==> src/rtl/cad_result_pkg.sv <==
// cad_result_pkg: shared word width, CAD frame lengths and FIFO entry types
package cad_result_pkg;
  localparam int WORD_W = 20;
  localparam int CONV_S = 4;
  localparam int CONV_M = 36;
  localparam int CONV_L = 196;
  localparam int DECONV_S = 144;
  localparam int DECONV_M = 400;
  localparam int DECONV_L = 1296;
  typedef logic [WORD_W-1:0] word_t;
  typedef struct packed {
    logic  last;
    word_t data;
  } fifo_entry_t;
endpackage

==> src/rtl/cad_word_fifo.sv <==
// cad_word_fifo: synchronous FIFO whose head output holds its last value while empty
module cad_word_fifo #(
  parameter int DEPTH = 16,
  parameter int W = 21
) (
  input  logic                     clk,
  input  logic                     rst,
  input  logic                     push,
  input  logic [W-1:0]             push_data,
  input  logic                     pop,
  output logic [W-1:0]             head,
  output logic                     full,
  output logic                     empty,
  output logic [$clog2(DEPTH):0]   count
);
  localparam int AW = $clog2(DEPTH);
  logic [W-1:0] mem [DEPTH];
  logic [AW:0] wr_ptr, rd_ptr;
  logic [W-1:0] hold;
  logic do_push, do_pop;
  // status, gated handshakes and head selection
  always_comb begin
    empty = wr_ptr == rd_ptr;
    full = (wr_ptr[AW] != rd_ptr[AW]) && (wr_ptr[AW-1:0] == rd_ptr[AW-1:0]);
    count = wr_ptr - rd_ptr;
    do_pop = pop && !empty;
    do_push = push && (!full || do_pop);
    head = empty ? hold : mem[rd_ptr[AW-1:0]];
  end
  // pointers and the held copy of the head
  always_ff @(posedge clk) begin
    if (rst) begin
      wr_ptr <= '0;
      rd_ptr <= '0;
      hold <= '0;
    end else begin
      if (do_push) wr_ptr <= wr_ptr + 1'b1;
      if (do_pop) rd_ptr <= rd_ptr + 1'b1;
      hold <= head;
    end
  end
  // storage array, contents need no reset since reads are gated by empty
  always_ff @(posedge clk) begin
    if (do_push) mem[wr_ptr[AW-1:0]] <= push_data;
  end
endmodule

==> src/rtl/cad_result_deser.sv <==
// cad_result_deser: serial CAD result to framed parallel words; CAD_RESULT_DESER_CHECKSUM_EN adds a per-frame sum
module cad_result_deser #(
  parameter int WORD_W = cad_result_pkg::WORD_W,
  parameter int FIFO_DEPTH = 16,
  parameter int CNT_W = 11
) (
  input  logic                          clk,
  input  logic                          rst,
  input  logic                          ser_valid,
  input  logic                          ser_bit,
  input  logic                          word_ready,
  output logic                          word_valid,
  output logic [WORD_W-1:0]             word_data,
  output logic                          word_last,
  output logic [$clog2(FIFO_DEPTH):0]   fifo_cnt,
  output logic [CNT_W-1:0]              frame_words,
  output logic                          ovf_err,
  output logic                          frag_err,
  input  logic                          err_clr
`ifdef CAD_RESULT_DESER_CHECKSUM_EN
  ,
  output logic [WORD_W+CNT_W-1:0]       frame_sum,
  output logic                          frame_sum_valid
`endif
);
  localparam int BC_W = $clog2(WORD_W);
  logic [BC_W-1:0] bit_cnt;
  logic [WORD_W-1:0] shreg, pend_data;
  logic pend_vld;
  logic [CNT_W-1:0] frm_cnt;
  logic push_q;
  logic [WORD_W:0] push_entry, head;
  logic full, empty;
  logic done, close, frag, pop, ovf;
  // word completion, frame close, fragment and overflow events
  always_comb begin
    done = ser_valid && bit_cnt == BC_W'(WORD_W - 1);
    close = pend_vld && !ser_valid;
    frag = !ser_valid && bit_cnt != '0;
    pop = word_valid && word_ready;
    ovf = push_q && full && !pop;
  end
  // shift register, pending word, frame counting and sticky errors
  always_ff @(posedge clk) begin
    if (rst) begin
      bit_cnt <= '0;
      shreg <= '0;
      pend_vld <= 1'b0;
      pend_data <= '0;
      frm_cnt <= '0;
      frame_words <= '0;
      push_q <= 1'b0;
      push_entry <= '0;
      ovf_err <= 1'b0;
      frag_err <= 1'b0;
    end else begin
      if (ser_valid) begin
        shreg <= {shreg[WORD_W-2:0], ser_bit};
        bit_cnt <= done ? '0 : bit_cnt + 1'b1;
      end else begin
        bit_cnt <= '0;
      end
      if (done) pend_data <= {shreg[WORD_W-2:0], ser_bit};
      pend_vld <= done;
      push_q <= pend_vld;
      push_entry <= {close, pend_data};
      if (pend_vld) frm_cnt <= close ? '0 : frm_cnt + 1'b1;
      if (close) frame_words <= frm_cnt + 1'b1;
      ovf_err <= ovf || (ovf_err && !err_clr);
      frag_err <= frag || (frag_err && !err_clr);
    end
  end
`ifdef CAD_RESULT_DESER_CHECKSUM_EN
  logic [WORD_W+CNT_W-1:0] sum_acc, next_sum;
  // running sum including the word being resolved
  always_comb begin
    next_sum = sum_acc + (WORD_W+CNT_W)'(pend_data);
  end
  // accumulate every resolved word, publish and restart at frame close
  always_ff @(posedge clk) begin
    if (rst) begin
      sum_acc <= '0;
      frame_sum <= '0;
      frame_sum_valid <= 1'b0;
    end else begin
      frame_sum_valid <= close;
      if (pend_vld) sum_acc <= close ? '0 : next_sum;
      if (close) frame_sum <= next_sum;
    end
  end
`endif
  cad_word_fifo #(.DEPTH(FIFO_DEPTH), .W(WORD_W + 1)) u_fifo (
    .clk(clk),
    .rst(rst),
    .push(push_q),
    .push_data(push_entry),
    .pop(pop),
    .head(head),
    .full(full),
    .empty(empty),
    .count(fifo_cnt)
  );
  assign word_valid = !empty;
  assign word_last = head[WORD_W];
  assign word_data = head[WORD_W-1:0];
endmodule

==> config.mk <==
export PLATFORM = sky130hd
export DESIGN_NAME = cad_result_deser
export DESIGN_NICKNAME = d
export VERILOG_FILES = /design/src/rtl/cad_result_pkg.sv /design/src/rtl/cad_word_fifo.sv /design/src/rtl/cad_result_deser.sv
export SDC_FILE = /design/constraint.sdc
export NUM_CORES = 1
export LEC_CHECK = 0
export ABC_AREA = 0
export BUFFER_PORTS_ARGS = -buffer_cell sky130_fd_sc_hd__buf_2
export CAP_MARGIN = 40
export CORE_MARGIN = 2
export CORE_UTILIZATION = 45
export CTS_CLUSTER_DIAMETER = 120
export DETAILED_ROUTE_END_ITERATION = 12
export MAX_ROUTING_LAYER = met4
export SLEW_MARGIN = 20
export SYNTH_ARGS = -nofsm -noshare
export SYNTH_HDL_FRONTEND = slang
export SYNTH_HIERARCHICAL = 1
export SYNTH_SLANG_ARGS = --single-unit
export TNS_END_PERCENT = 100
==> constraint.sdc <==
create_clock -name clk -period 4.9 [get_ports clk]
set_input_delay 0.49 -clock clk [delete_from_list [all_inputs] [get_ports clk]]
set_output_delay 0.49 -clock clk [all_outputs]
set_load 0.02 [all_outputs]
==> impl_metrics.ini <==
[status]
status = completed

[route]
viasPerCell = 5.58
firstDrtPassIters = 4
route.detailed.drc = 0
postRouteAntennaNets = 0
wire_per_inst_um = 21.8
drt-initial-drc-count = 734
vias = 9826
finalWirelength_um = 38400

[synthesis]
synth_cell_types = 60
synth_fp_nets = 1165
syn-cell-area_um2 = 18200
seq_area_frac_synth_pct = 69.1
yosys.area.top_type = edfxtp_1
async_reset_ff_share_pct = 0
postSynthAreaPerCell_um2 = 15.9
synth.area.top_cells = edfxtp_1 55%, dfxtp_1 14%, mux2i_1 5.8%
yosysMostFrequentCell = edfxtp_1
yosys_warnings = 6
netlist_instances = 1146
synth_ff_type = edfxtp_1
synth_top_cells_by_count = 336 x edfxtp_1, 126 x dfxtp_1, 106 x mux2i_1
synth_edf_count = 336
synth-seq-cells = 462
synth_top_cell_area_share_pct = 55.3

[final_layout]
diodes = 0
final_layout_size_suffix_gt1_share_pct = 18.0
seqCellArea_um2 = 12600
syn2layout_area_growth_pct = 13.1
postLayoutCoreUtil_pct = 51.7
n_fill_cell = 3242
multiInputGateArea_um2 = 5250
nets = 1219
layout.cells.non_filler = 1762

[timing]
finClkSkew_ps = 20.1
finalSetupTns_ps = 0
tightest_slew_ps = 726
fmax_mhz = 268
slew_viol_final = 0
setup_viol_count_final = 0
rsz0062_at_grt = false
hold_violations = 0
period_needed_ps = 3720
slew_headroom_pct = 51.6
fin_crit_sh_pct = 76.0

[power_and_ir_drop]
power.share.sequential_pct = 54.4
intPower_mw = 6.17
irDropWorstVdd_v = 0.000244
p_per_area_nw_per_um2 = 369
comb_power_share_pct = 0.6
switching_share_pct = 18.9
p_switching_mw = 1.44
power_leakage_nw = 7.06
clkPwrFrac_pct = 45.0

[placed_design]
dp.cells = 1675
dp_hpwl_um = 21500
place_congestion = 0.737
portBuffers = 45

[clocking]
cts_buffer_depth = 3
cts_resized = 0
root_buffer = clkbuf_16
post-cts-setup-buffers = 0
clock_sinks = 462
clkLatencyLatePin_ps = 570
htreeDepth = 2
path_clk_slew_ps = 60
cts-buffers-inserted = 48
cts_tree = done
cts_hold_buf = 0

[floorplan]
fp.dieH_um = 205
ios = 46
die_area_um2 = 42200
start_util_pct = 45.7
die_w_um = 205
core_area_um2 = 39900
fp-row-count = 73

[global_routing]
grt_max_degree = 74
grt_pass1_wl_um = 58800
antenna_found_initial = 0
grt_pass1_vias = 9535
track_usage_pct = 19.3
overflow = 0

[critical_path]
crit_path_start_kind = register
path_class = reg2out
cp_top_family = multiplexers
critPathMaxFanout = 34
worst_setup_path_end_kind = primary output
required_ps = 4410
crit_chain = buf_4 -> mux4_1 -> mux2_2 -> a22oi_2 -> a21oi_1 -> buf_2
slowest_stage = mux4_1
max_stage_delay_ps = 630
cp.arrival_ps = 3230
worst-path-buf-inv = 2

[job]
drv_cap = 0

[min_path]
hp-class = in2reg
-- layout make-up --
type                    instances  area share, %
clock buffers                  79           6.90
clock inverters                 8          0.315
inverters                      19          0.346
multi-input cells             591           25.4
flip-flops and latches        462           61.2
well taps                     525           3.18
repair buffers                 78           2.63
-- metrics by stage --
stage	total power, mW	instance area [um^2]	hold slack (ps)	setup WS (ps)
global placement	4.27	19000	439	1680
CTS	7.71	20600	181	1100
global route	7.87	20600	251	1030
detailed placement	4.27	19100	448	1690
finish	7.62	20600	200	1180
floorplan	4.25	18200	430	597
-- state kept, by name, indices dropped and copies added, names as in the netlist, 11 cells and up, named ones only --
register,cells
shreg,19
u_fifo/hold,21
push_entry,21
pend_data,20
u_fifo/mem,336
frame_words,11
frm_cnt,11
-- worst min-delay path, cell delays in order --
cell and delay (ps):
buf_2 100, mux2i_1 60, nor2_1 70
-- cell families (layout without fill, tap and decap cells) --
logic type	count (synthesis)	after routing	share of synthesized area, %
AO/OA/AOI/OAI	193	193	7.89
XOR/XNOR	18	18	0.864
flip-flops	462	462	69.1
buffers and inverters	93	184	2.50
AND/OR/NAND/NOR	197	197	5.60
multiplexers	170	170	13.1
adder cells (fa/ha/maj)	13	13	0.933
-- worst paths after layout --
check | startpoint | end | slack, ps | depth (start not counted)
worst min register to register | bit_cnt[0] | bit_cnt[0] | 460 | 1
worst max-delay path | register | word_data[3] | 1180 | 6
worst min-delay path | ser_bit | shreg[0] | 200 | 3
worst max register to register | u_fifo/wr_ptr[3] | u_fifo/mem[13][6] | 1670 | 10
-- layout by cell type, fill, tap and decap left out, drive strengths merged, types with 30 or more instances in the layout --
cell / netlist / final
buf: 33 / 78
nand3: 30 / 30
nor2: 82 / 82
edfxtp: 336 / 336
clkbuf: 41 / 79
mux2i: 106 / 106
a21oi: 47 / 47
a22oi: 43 / 43
mux4: 42 / 42
dfxtp: 126 / 126
-- power by group through the flow --
stage               sequential, mW  combinational [mW]  clock, mW
global route                  4.14              0.0500       3.68
finish                        4.14              0.0450       3.43
detailed placement            4.22              0.0462          0
floorplan                     4.22              0.0301          0
CTS                           4.14              0.0459       3.52
global placement              4.22              0.0426          0
-- layer usage --
| layer | part of all wire [%] | GRT usage (%) |
|---|---|---|
| met5 | 0 | - |
| met4 | 2.6 | 6.42 |
| met3 | 4.5 | 2.74 |
| met2 | 47 | 29.8 |
| met1 | 46 | 26.4 |
Note: power is estimated with default switching activity, not from simulation.
